**config.mk**
```make
export PLATFORM = sky130hd
export DESIGN_NAME = wb_host_master_flat
export DESIGN_NICKNAME = d
export VERILOG_FILES = /design/src/rtl/wb_host_master_if.sv /design/src/rtl/wb_host_master.sv /design/src/flat_wrapper.sv
export SDC_FILE = /design/constraint.sdc
export NUM_CORES = 1
export LEC_CHECK = 0
export CORE_ASPECT_RATIO = 1.2
export CORE_MARGIN = 1.5
export CORE_UTILIZATION = 42
export DETAILED_ROUTE_END_ITERATION = 12
export PLACE_DENSITY = 0.76
export SYNTH_ARGS = -nofsm -noshare
export SYNTH_HDL_FRONTEND = slang
export SYNTH_SLANG_ARGS = --single-unit
export TNS_END_PERCENT = 5
```
**constraint.sdc**
```tcl
create_clock -name wb_clk_i -period 2.7 [get_ports wb_clk_i]
set_input_delay 0.27 -clock wb_clk_i [delete_from_list [all_inputs] [get_ports wb_clk_i]]
set_output_delay 0.27 -clock wb_clk_i [all_outputs]
set_load 0.01 [all_outputs]
```
**src/rtl/wb_host_master_if.sv**
```systemverilog
// Command/response streams plus the Wishbone classic master bus of wb_host_master.
// The master modport is the wb_host_master view. The slave modport is the sequencer and slave view.
interface wb_host_master_if;
  logic        cmd_valid;
  logic        cmd_ready;
  logic        cmd_we;
  logic [31:0] cmd_adr;
  logic [31:0] cmd_dat;
  logic [3:0]  cmd_sel;

  logic        rsp_valid;
  logic        rsp_ready;
  logic [31:0] rsp_dat;
  logic        rsp_err;

  logic        wbm_cyc_o;
  logic        wbm_stb_o;
  logic        wbm_we_o;
  logic [3:0]  wbm_sel_o;
  logic [31:0] wbm_adr_o;
  logic [31:0] wbm_dat_o;
  logic        wbm_ack_i;
  logic [31:0] wbm_dat_i;

  modport master (
    input  cmd_valid, cmd_we, cmd_adr, cmd_dat, cmd_sel, rsp_ready, wbm_ack_i, wbm_dat_i,
    output cmd_ready, rsp_valid, rsp_dat, rsp_err,
    output wbm_cyc_o, wbm_stb_o, wbm_we_o, wbm_sel_o, wbm_adr_o, wbm_dat_o
  );

  modport slave (
    output cmd_valid, cmd_we, cmd_adr, cmd_dat, cmd_sel, rsp_ready, wbm_ack_i, wbm_dat_i,
    input  cmd_ready, rsp_valid, rsp_dat, rsp_err,
    input  wbm_cyc_o, wbm_stb_o, wbm_we_o, wbm_sel_o, wbm_adr_o, wbm_dat_o
  );
endinterface

```
**src/rtl/wb_host_master.sv**
```systemverilog
// Wishbone classic single-transfer master: one bus cycle per command, with an optional ack timeout.
// Each command returns one response, which carries either the read data or a timeout error.
module wb_host_master #(
  parameter int unsigned TIMEOUT = 255,
  parameter int unsigned CNT_W   = 16
) (
  input  logic               wb_clk_i,
  input  logic               wb_rst_i,
  wb_host_master_if.master   bus,
  output logic [CNT_W-1:0]   txn_count,
  output logic [CNT_W-1:0]   err_count
);

  localparam int unsigned     ToW    = (TIMEOUT > 1) ? $clog2(TIMEOUT) : 1;
  localparam logic [ToW-1:0]  ToLast = (TIMEOUT == 0) ? '0 : ToW'(TIMEOUT - 1);

  typedef enum logic [1:0] {StIdle, StBus, StResp} state_e;

  state_e             state_q, state_d;
  logic               cyc_q, cyc_d;
  logic               we_q, we_d;
  logic [3:0]         sel_q, sel_d;
  logic [31:0]        adr_q, adr_d;
  logic [31:0]        dat_q, dat_d;
  logic               rsp_valid_q, rsp_valid_d;
  logic [31:0]        rsp_dat_q, rsp_dat_d;
  logic               rsp_err_q, rsp_err_d;
  logic [CNT_W-1:0]   txn_q, txn_d;
  logic [CNT_W-1:0]   err_q, err_d;
  logic [ToW-1:0]     to_q, to_d;

  logic timeout_hit;
  assign timeout_hit = (TIMEOUT != 0) && (to_q == ToLast);

  always_comb begin
    state_d     = state_q;
    cyc_d       = cyc_q;
    we_d        = we_q;
    sel_d       = sel_q;
    adr_d       = adr_q;
    dat_d       = dat_q;
    rsp_valid_d = rsp_valid_q;
    rsp_dat_d   = rsp_dat_q;
    rsp_err_d   = rsp_err_q;
    txn_d       = txn_q;
    err_d       = err_q;
    to_d        = to_q;
    unique case (state_q)
      StIdle: begin
        if (bus.cmd_valid) begin
          we_d    = bus.cmd_we;
          sel_d   = bus.cmd_sel;
          adr_d   = bus.cmd_adr;
          dat_d   = bus.cmd_dat;
          cyc_d   = 1'b1;
          to_d    = '0;
          state_d = StBus;
        end
      end
      StBus: begin
        // Ack takes priority over a timeout that expires on the same edge.
        if (bus.wbm_ack_i) begin
          cyc_d       = 1'b0;
          rsp_dat_d   = we_q ? 32'h0 : bus.wbm_dat_i;
          rsp_err_d   = 1'b0;
          rsp_valid_d = 1'b1;
          txn_d       = txn_q + CNT_W'(1);
          state_d     = StResp;
        end else if (timeout_hit) begin
          cyc_d       = 1'b0;
          rsp_dat_d   = 32'h0;
          rsp_err_d   = 1'b1;
          rsp_valid_d = 1'b1;
          txn_d       = txn_q + CNT_W'(1);
          err_d       = err_q + CNT_W'(1);
          state_d     = StResp;
        end else begin
          to_d = to_q + ToW'(1);
        end
      end
      StResp: begin
        if (bus.rsp_ready) begin
          rsp_valid_d = 1'b0;
          state_d     = StIdle;
        end
      end
      default: state_d = StIdle;
    endcase
  end

  always_ff @(posedge wb_clk_i) begin
    if (wb_rst_i) begin
      state_q     <= StIdle;
      cyc_q       <= 1'b0;
      we_q        <= 1'b0;
      sel_q       <= '0;
      adr_q       <= '0;
      dat_q       <= '0;
      rsp_valid_q <= 1'b0;
      rsp_dat_q   <= '0;
      rsp_err_q   <= 1'b0;
      txn_q       <= '0;
      err_q       <= '0;
      to_q        <= '0;
    end else begin
      state_q     <= state_d;
      cyc_q       <= cyc_d;
      we_q        <= we_d;
      sel_q       <= sel_d;
      adr_q       <= adr_d;
      dat_q       <= dat_d;
      rsp_valid_q <= rsp_valid_d;
      rsp_dat_q   <= rsp_dat_d;
      rsp_err_q   <= rsp_err_d;
      txn_q       <= txn_d;
      err_q       <= err_d;
      to_q        <= to_d;
    end
  end

  assign bus.cmd_ready = (state_q == StIdle);
  assign bus.rsp_valid = rsp_valid_q;
  assign bus.rsp_dat   = rsp_dat_q;
  assign bus.rsp_err   = rsp_err_q;
  assign bus.wbm_cyc_o = cyc_q;
  assign bus.wbm_stb_o = cyc_q;
  assign bus.wbm_we_o  = we_q;
  assign bus.wbm_sel_o = sel_q;
  assign bus.wbm_adr_o = adr_q;
  assign bus.wbm_dat_o = dat_q;
  assign txn_count     = txn_q;
  assign err_count     = err_q;

endmodule

```
**src/flat_wrapper.sv**
```systemverilog
// flat-port wrapper written by rule: the top's interface ports become plain ports
module wb_host_master_flat 
#(
  parameter int unsigned TIMEOUT = 255,
  parameter int unsigned CNT_W   = 16
)
  (wb_clk_i, wb_rst_i, txn_count, err_count, bus_cmd_valid, bus_cmd_we, bus_cmd_adr, bus_cmd_dat, bus_cmd_sel, bus_rsp_ready, bus_wbm_ack_i, bus_wbm_dat_i, bus_cmd_ready, bus_rsp_valid, bus_rsp_dat, bus_rsp_err, bus_wbm_cyc_o, bus_wbm_stb_o, bus_wbm_we_o, bus_wbm_sel_o, bus_wbm_adr_o, bus_wbm_dat_o);
  wb_host_master_if bus_i ();
  input  logic wb_clk_i;
  input  logic wb_rst_i;
  output logic [CNT_W-1:0] txn_count;
  output logic [CNT_W-1:0] err_count;
  input wire logic [$bits(bus_i.cmd_valid)-1:0] bus_cmd_valid;
  input wire logic [$bits(bus_i.cmd_we)-1:0] bus_cmd_we;
  input wire logic [$bits(bus_i.cmd_adr)-1:0] bus_cmd_adr;
  input wire logic [$bits(bus_i.cmd_dat)-1:0] bus_cmd_dat;
  input wire logic [$bits(bus_i.cmd_sel)-1:0] bus_cmd_sel;
  input wire logic [$bits(bus_i.rsp_ready)-1:0] bus_rsp_ready;
  input wire logic [$bits(bus_i.wbm_ack_i)-1:0] bus_wbm_ack_i;
  input wire logic [$bits(bus_i.wbm_dat_i)-1:0] bus_wbm_dat_i;
  output wire logic [$bits(bus_i.cmd_ready)-1:0] bus_cmd_ready;
  output wire logic [$bits(bus_i.rsp_valid)-1:0] bus_rsp_valid;
  output wire logic [$bits(bus_i.rsp_dat)-1:0] bus_rsp_dat;
  output wire logic [$bits(bus_i.rsp_err)-1:0] bus_rsp_err;
  output wire logic [$bits(bus_i.wbm_cyc_o)-1:0] bus_wbm_cyc_o;
  output wire logic [$bits(bus_i.wbm_stb_o)-1:0] bus_wbm_stb_o;
  output wire logic [$bits(bus_i.wbm_we_o)-1:0] bus_wbm_we_o;
  output wire logic [$bits(bus_i.wbm_sel_o)-1:0] bus_wbm_sel_o;
  output wire logic [$bits(bus_i.wbm_adr_o)-1:0] bus_wbm_adr_o;
  output wire logic [$bits(bus_i.wbm_dat_o)-1:0] bus_wbm_dat_o;
  assign bus_i.cmd_valid = bus_cmd_valid;
  assign bus_i.cmd_we = bus_cmd_we;
  assign bus_i.cmd_adr = bus_cmd_adr;
  assign bus_i.cmd_dat = bus_cmd_dat;
  assign bus_i.cmd_sel = bus_cmd_sel;
  assign bus_i.rsp_ready = bus_rsp_ready;
  assign bus_i.wbm_ack_i = bus_wbm_ack_i;
  assign bus_i.wbm_dat_i = bus_wbm_dat_i;
  assign bus_cmd_ready = bus_i.cmd_ready;
  assign bus_rsp_valid = bus_i.rsp_valid;
  assign bus_rsp_dat = bus_i.rsp_dat;
  assign bus_rsp_err = bus_i.rsp_err;
  assign bus_wbm_cyc_o = bus_i.wbm_cyc_o;
  assign bus_wbm_stb_o = bus_i.wbm_stb_o;
  assign bus_wbm_we_o = bus_i.wbm_we_o;
  assign bus_wbm_sel_o = bus_i.wbm_sel_o;
  assign bus_wbm_adr_o = bus_i.wbm_adr_o;
  assign bus_wbm_dat_o = bus_i.wbm_dat_o;
  wb_host_master #(.TIMEOUT(TIMEOUT), .CNT_W(CNT_W)) u_core (.wb_clk_i(wb_clk_i), .wb_rst_i(wb_rst_i), .bus(bus_i), .txn_count(txn_count), .err_count(err_count));
endmodule
```
* Word-level counts from Yosys, hierarchy flattened
Index checks and enable logic that the tools add are counted.
Storage, ports and cells: register bits 146, input bits 106, output and inout port bits 138, logic and storage cells 58
Operators by class: add/sub/neg operators 3, equality and inequality tests 8, muxes and demuxes 23, bitwise logic cells 1, reductions and logical operators 11
Operators by type and width (count):
- 2-to-1 mux 32 bit | 3
- adder 16 x 1 -> 16 bit (second input constant) | 2
- 2-to-1 mux 16 bit | 2
- 2-to-1 mux 8 bit | 3
- one-hot mux 8 bit (2 select lines) | 1
- AND reduction 3 bit | 4
- adder 8 x 1 -> 8 bit (second input constant) | 1
- == test 8 bit (second input constant) | 1
- 2-to-1 mux 2 bit | 4
- != test 2 bit (second input constant) | 4
- 2-to-1 mux 1 bit | 7
- one-hot mux 2 bit (3 select lines) | 1
- nonzero test 2 bit | 3
- one-hot mux 1 bit (2 select lines) | 2
- AND reduction 2 bit | 2
- AND reduction 4 bit | 1
- != test 3 x 2 -> 1 bit (second input constant) | 1
- == test 2 x 1 -> 1 bit (second input constant) | 1
- == test 2 bit (second input constant) | 1
- zero test 2 bit | 1
- inverter 1 bit | 1

* Depth between registers and ports, before layout
Gate-level depths: netlist of run 1.
depth after elaboration 4, gate-level depth with buffers 8, depth with buffers taken out 6

* Worst setup path before layout of run 1
Ideal clock, no wire load.
kind reg-to-reg, from register u_core.state_q[1], to register u_core.err_q[15], in the netlist u_core.err_count[15], setup time 70 ps, data arrival time 1905 ps, data required time 2630 ps, path slack 725 ps, stages on the path, launching flop included 6, path buffers 1, period minus slack after synthesis 1975 ps, cell sequence dfxtp_1 > buf_6 > or3b_4 > or4_4 > or4_1 > a21oi_1
Between the ends: word-level cells in the longest chain between the ends 2
Ends and longest elaborated chain:
- start: declaration | RTL line wb_host_master.sv:19 | state_e state_q, state_d;
- start signal: assignment | RTL line wb_host_master.sv:93 | state_q <= StIdle;
- start signal: assignment | RTL line wb_host_master.sv:106 | state_q <= state_d;
- == test 2 x 1 -> 1 bit | RTL line wb_host_master.sv:48 | unique case (state_q)
- AND reduction 3 bit (no source line)
- end signal: assignment | RTL line wb_host_master.sv:116 | err_q <= err_d;
- end: declaration | RTL line wb_host_master.sv:29 | logic [CNT_W-1:0] err_q, err_d;
No other way between the ends. A chain may end at the register's enable or synchronous reset.

* Worst setup path in the final report of run 1
from register u_core.to_q[0], to register u_core.rsp_dat_q[22], in the netlist u_core.bus.rsp_dat[22]
Between the ends: word-level cells in the longest chain between the ends 3
Ends and longest elaborated chain:
- start: declaration | RTL line wb_host_master.sv:30 | logic [ToW-1:0] to_q, to_d;
- start signal: assignment | RTL line wb_host_master.sv:117 | to_q <= to_d;
- == test 8 bit | RTL line wb_host_master.sv:33 | assign timeout_hit = (TIMEOUT != 0) && (to_q == ToLast);
- nonzero test 2 bit (no source line)
- AND reduction 2 bit (no source line)
- end signal: assignment | RTL line wb_host_master.sv:113 | rsp_dat_q <= rsp_dat_d;
- end: declaration | RTL line wb_host_master.sv:26 | logic [31:0] rsp_dat_q, rsp_dat_d;
No other way between the ends.

==> results of run 1 <==
## path summary, 6_finish.rpt
kind,to,slack [ps]
setup reg to reg,u_core.bus.rsp_dat[22],460
hold / removal,u_core.bus.wbm_adr_o[31],350
setup / recovery,u_core.bus.rsp_dat[22],460
hold reg to reg,u_core.bus.wbm_adr_o[19],450
## critical path: stages, from the launching register on
cell and delay [ps]:
dfxtp_1 380, inv_1 80, ha_1 210, and3_1 260, a21oi_4 520, buf_4 410
o21ai_0 140, a21oi_1 150
## layout by cell type (no fill, tap or decap), types with 5 or more instances in the layout
cell / count
clkdlybuf4s50_1: 242
nand2_1: 186
dfxtp_1: 146
a21oi_1: 144
o21ai_0: 51
clkbuf_16: 17
nand3_1: 15
o31ai_1: 15
or4_1: 15
or3_1: 12
nand4_1: 11
buf_4: 10
clkinv_2: 7
inv_1: 6
nor2_1: 5
and3_1: 5
## power by group through the flow
stage | sequential (mW) | combinational (mW) | clock [mW]
after CTS | 2.29 | 0.690 | 2.36
after detailed placement | 2.34 | 0.685 | 0
final | 2.29 | 0.684 | 2.31
after global routing | 2.30 | 0.743 | 2.47
after global placement | 2.33 | 0.684 | 0
after floorplan | 2.38 | 0.236 | 0
## layout make-up
cell class	instances	area share
timing repair buffer	255	0.289
clock buffer	20	0.0494
sequential	146	0.331
tap	168	0.0238
clock inverter	12	0.0159
inverter	6	0.00255
multi-input combinational	502	0.288
## metrics by stage
stage | power, mW | worst slack [ps]
floorplan | 2.61 | 725
global placement | 3.02 | 249
detailed placement | 3.02 | 234
CTS | 5.35 | 450
global route | 5.51 | 237
finish | 5.29 | 464
## routing by layer
metal	vias to the layer above	track usage	share of wire
li1	2894	-	-
met1	2638	0.264	0.40
met2	207	0.355	0.48
met3	21	0.109	0.10
met4	0	0.0833	0.015
met5	-	0	0
## state kept, by name, indices dropped and copies added (netlist names)
register / count
u_core.txn_count: 16
u_core.bus.wbm_cyc_o: 1
u_core.state_q: 2
u_core.to_q: 8
u_core.bus.wbm_dat_o: 32
u_core.err_count: 16
u_core.bus.wbm_adr_o: 32
u_core.bus.rsp_dat: 32
u_core.bus.wbm_sel_o: 4
u_core.bus.wbm_we_o: 1
u_core.bus.rsp_valid: 1
u_core.bus.rsp_err: 1
## cell families (layout without fill, tap and decap cells)
kind of cell | after synthesis | count (layout)
AOI/OAI and AO/OA | 219 | 219
xor gates and xnor gates | 2 | 2
adders and majority gates | 4 | 4
buffers and inverters | 62 | 293
DFF | 146 | 146
muxes | 1 | 1
and+or+nand+nor | 276 | 276
==> impl_results.md, run 1 <==
* Status: finished, final reports clean
* Filler cells at 1159
* Final GP Congestion at 0.803
* Vias in the first global route at 5208
* Final setup vio count at 0
* Crit end category: flip-flop
* Antenna Diode Count at 0
* WL final at 16400 um
* Kind of critical path: reg -> reg
* Core area at 13200 um2
* Post-synth top area share at 0.511
* Clk pwr share at 0.437
* Comb power frac at 0.129
* Total GRT Usage at 0.225
* Iter 0 DRT Violations at 291
* Routed wire per std cell at 14.8 um
* Worst skew pair latency at 420 ps
* Multi-input gate area at 2550 um2
* Post-synth top cells: 186 x nand2_1, 146 x dfxtp_1, 145 x a21oi_1, 51 x o21ai_0, 49 x clkbuf_1
* Post-DP HPWL at 11100 um
* Clock buffer depth at 2
* Drt pass-1 iters at 6
* Syn Nets at 820
* Post-Synth Simple-Gate Area at 0.226
* Final instance area at 8840 um2
* Hold Worst Slack at 352 ps
* Final worst-path cycle share at 0.828
* Row cnt at 46
* Fin Clk Skew at 7.33 ps
* Placement Cell Area at 8260 um2
* Hold crit path type: in -> reg
* Post-synthesis cell type count at 46
* Most frequent cell after synthesis: nand2_1
* Finished Layout Cells at 1109
* Final Max Tran Viols at 0
* Max Cap Violations at 0
* Post-Synth XOR/XNOR Area at 0.00306
* Mux cell area share after synthesis at 0.00175
* Width of the die at 110 um
* H-Tree Depth at 4
* Max VDD drop at 0.462 mV
* FF+latch area at 2920 um2
* Worst R2R Path Depth at 7
* Postcts setup bufs at 0
* Final hold vios at 0
* Hold Crit Depth at 2
* Largest net degree at the start of global routing at 68
* Cell-internal power at 4.05 mW
* Final core occ at 0.668
* Yosys top cell by area: dfxtp_1
* Clock slew at reported path FFs at 60 ps
* Net Sw Frac at 0.234
* DRC viols at 0
* Critical path data required time at 3050 ps
* CTS Buf Count at 17
* Slew headroom at 0.602
* Synth Cell Area at 5720 um2
* Antenna violations before repair at 0
* GRT overflow at 0
* Share of cells above drive strength 1 at 0.0616
* CP arrival at 2580 ps
* Psw at 1.24 mW
* Via Count at 5760
* CTS Hold Bufs at 0
* Initial Util at 0.432
* Leak at 3.04 nW
* TritonCTS clock tree: done
* Die Ht at 131 um
* Top FF cell, synth: dfxtp_1
* Pwr/cell area at 598 nW/um2
* CTS resizes at 0
* Synth Warn # at 0
* Global-route wire length before repair at 25200 um
* CP max FO at 33
* Slew of the pin with the lowest slew margin at 593 ps
* Critical path launch point type: flip-flop
* DIE AREA at 14300 um2
* Post-synth ARST share at 0
* CTS sink cnt at 146
* Fin nets at 1038
* HP Start: wb_rst_i
* Synthesized instance count at 710
* R2R Path Start: u_core.to_q[0]
* Vias/cell at 5.19
* Setup TNS at 0 ps
* Area Growth Syn to Fin at 54.5%
* Post-synthesis compound-gate area fraction at 0.201
* Critical path origin: u_core.to_q[0]
* Sequential power share at 0.433
* EDFF count, synth at 0
* Clock root buffer: clkbuf_16
* Top cells by area, synth: dfxtp_1 51%, a21oi_1 13%, nand2_1 12%
* Largest family of logic cells by synthesized area: simple AND/OR/NAND/NOR gates
* I/O Pins at 244
* Min cycle time layout at 2240 ps
* # port buffers at 243
* Fmax at 447 MHz
* Post-synthesis adder-cell area fraction at 0.00875
* Post-placement cell count at 1077
* Post-synthesis sequential area ratio at 0.511
* Synth Area per Inst at 8.06 um2
* Seq cells post-synth at 146
* RSZ-0062 raised after global routing: false
* Final ANT Viol Nets at 0
No activity file was read; power rests on OpenSTA's default activity.
==> run 2, diff against run 1 <==
Settings changed: CORE_UTILIZATION 42 to 38, PLACE_DENSITY 0.76 to 0.73.
Clock period 2.7 ns to 1.9 ns, I/O delays scaled along.
==> impl_results.md, run 2 (synthesized netlist as in run 1, its figures left out) <==
* Final GP Congestion at 0.804 (+0.15%)
* Leak at 3.22 nW (+5.8%)
* Commonest non-fill, non-tap cells in the layout: 242 x clkdlybuf4s50_1, 186 x nand2_1, 144 x dfxtp_1
* Fin Clk Skew at 4.52 ps (-2.81 ps)
* Final Max Tran Viols at 0 (unchanged)
* Clock slew at reported path FFs at 60 ps (about the same)
* Min cycle time layout at 1900 ps (-337 ps)
* Largest net degree at the start of global routing at 68 (unchanged)
* CTS Hold Bufs at 0 (unchanged)
* Critical path data required time at 2250 ps (-800 ps)
* Global-route wire length before repair at 28000 um (+11%)
* Setup TNS at 0 ps (unchanged)
* Die Ht at 137 um (+5.0%)
* RSZ-0062 raised after global routing: true
* Clock buffer depth at 2 (unchanged)
* Crit path max-delay family: simple AND/OR/NAND/NOR gates
* Area Growth Syn to Fin at 61.1%
* Crit end category: flip-flop
* Final worst-path cycle share at 0.999 (+0.171)
* Iter 0 DRT Violations at 281 (-3.4%)
* Core area at 14500 um2 (+9.8%)
* Buffer and inverter count on the worst path at 1 (-1)
* Pwr Total at 7.85 mW (+48%)
* Width of the die at 115 um (+5.0%)
* Worst skew pair latency at 410 ps (about the same)
* Crit path cell chain: inv_1, ha_1, nand3_1, or4_4, or4_4, a21oi_2
* Share of cells above drive strength 1 at 0.0964 (+0.0347)
* Hold crit path type: in -> reg
* CTS Buf Count at 17 (unchanged)
* H-Tree Depth at 4 (unchanged)
* Antenna violations before repair at 0 (unchanged)
* Via Count at 5845 (+1.5%)
* GRT overflow at 0 (unchanged)
* DRC viols at 0 (unchanged)
* Final ANT Viol Nets at 0 (unchanged)
* Max VDD drop at 0.593 mV (+28%)
* Antenna Diode Count at 0 (unchanged)
* Kind of critical path: reg -> reg
* Vias in the first global route at 5651 (+8.5%)
* # port buffers at 243 (unchanged)
* Filler cells at 1273 (+9.8%)
* Clock root buffer: clkbuf_16
* DIE AREA at 15800 um2 (+10%)
* CP max stage delay at 600 ps (+80 ps)
* Initial Util at 0.394 (-0.0385)
* Post-DP HPWL at 11900 um (+7.7%)
* CP arrival at 2240 ps (-340 ps)
* FF+latch area at 2930 um2 (about the same)
* Total GRT Usage at 0.225 (about the same)
* CTS sink cnt at 146 (unchanged)
* Final hold vios at 0 (unchanged)
* Vias/cell at 5.02 (-3.4%)
* CP max stage cell: or4_4
* Max Cap Violations at 0 (unchanged)
* Placement Cell Area at 8540 um2 (+3.4%)
* Final setup vio count at 0 (unchanged)
* Fmax at 527 MHz (+18%)
* Cell mode on critical path: or4_4
* TritonCTS clock tree: done
* CP max FO at 8 (-76%)
* Status: finished, final reports clean
* Pwr/cell area at 851 nW/um2 (+42%)
* Multi-input gate area at 2570 um2 (+1.0%)
* Row cnt at 48 (+4.3%)
* Critical path launch point type: flip-flop
* Slew headroom at 0.746 (+0.144)
* Final instance area at 9220 um2 (+4.3%)
* Most common cell after layout, fill and taps aside: clkdlybuf4s50_1
* Slew of the pin with the lowest slew margin at 380 ps (-213 ps)
* Drt pass-1 iters at 4 (-2)
* Fin nets at 1063 (+2.4%)
* Routed wire per std cell at 15.0 um (+1.7%)
* I/O Pins at 244 (unchanged)
* WL final at 17500 um (+6.8%)
run 2: worst reg2reg max path: stages, from the launching register on:
cell and delay, ps:
dfxtp_1 310, inv_1 70, ha_1 160, nand3_1 110, or4_4 600, or4_4 440, a21oi_2 140
run 2: routing by layer:
metal	track usage	up-vias	routed length (um)
met1	0.256	2689	6940
met5	0	-	0
met4	0.0727	0	270
met3	0.0963	18	1680
li1	-	2941	-
met2	0.379	197	8600
run 2: worst paths after layout:
kind | startpoint | end | slack [ps] | cells past startpoint
worst min register to register | u_core.bus.wbm_dat_o[20] | u_core.bus.wbm_dat_o[20] | 450 | 2
worst max register to register | u_core.to_q[0] | u_core.err_count[13] | 1 | 6
worst max-delay path | u_core.to_q[0] | u_core.err_count[13] | 1 | 6
worst min-delay path | wb_rst_i | u_core.bus.rsp_dat[7] | 180 | 2
run 2: area by class of cell:
cell class	count	share of cell area
Clock buffer	22	0.0515
Clock inverter	9	0.0167
Inverter	6	0.00244
Multi-Input combinational cell	502	0.279
Sequential cell	146	0.317
Tap cell	200	0.0272
Timing Repair Buffer	280	0.305
run 2: timing repair:
| item | 4_1_cts | 5_1_grt |
|---|---|---|
| pin swaps | 7 | 1 |
| resized for setup | 6 | 6 |
| buffers inserted | 1 | 0 |
| endpoints found under the setup margin | 3 | 21 |
run 2: power by group:
group / total (mW) / switching, mW / leakage (nW) / internal, mW
Sequential: 3.26 / 0.0655 / 1.19 / 3.19
Clock: 3.58 / 1.29 / 0.302 / 2.29
Combinational: 1.01 / 0.456 / 1.73 / 0.551
run 2: through the flow:
stage	setup slack (ps)	utilization	std cells	hold slack, ps
finish	1.29	0.634	1165	177
global route	-86.6	0.634	1165	182
CTS	-25.3	0.633	1165	166
floorplan	7.18	-	710	323
global placement	-246	0.588	1133	440
detailed placement	-306	0.588	1133	446
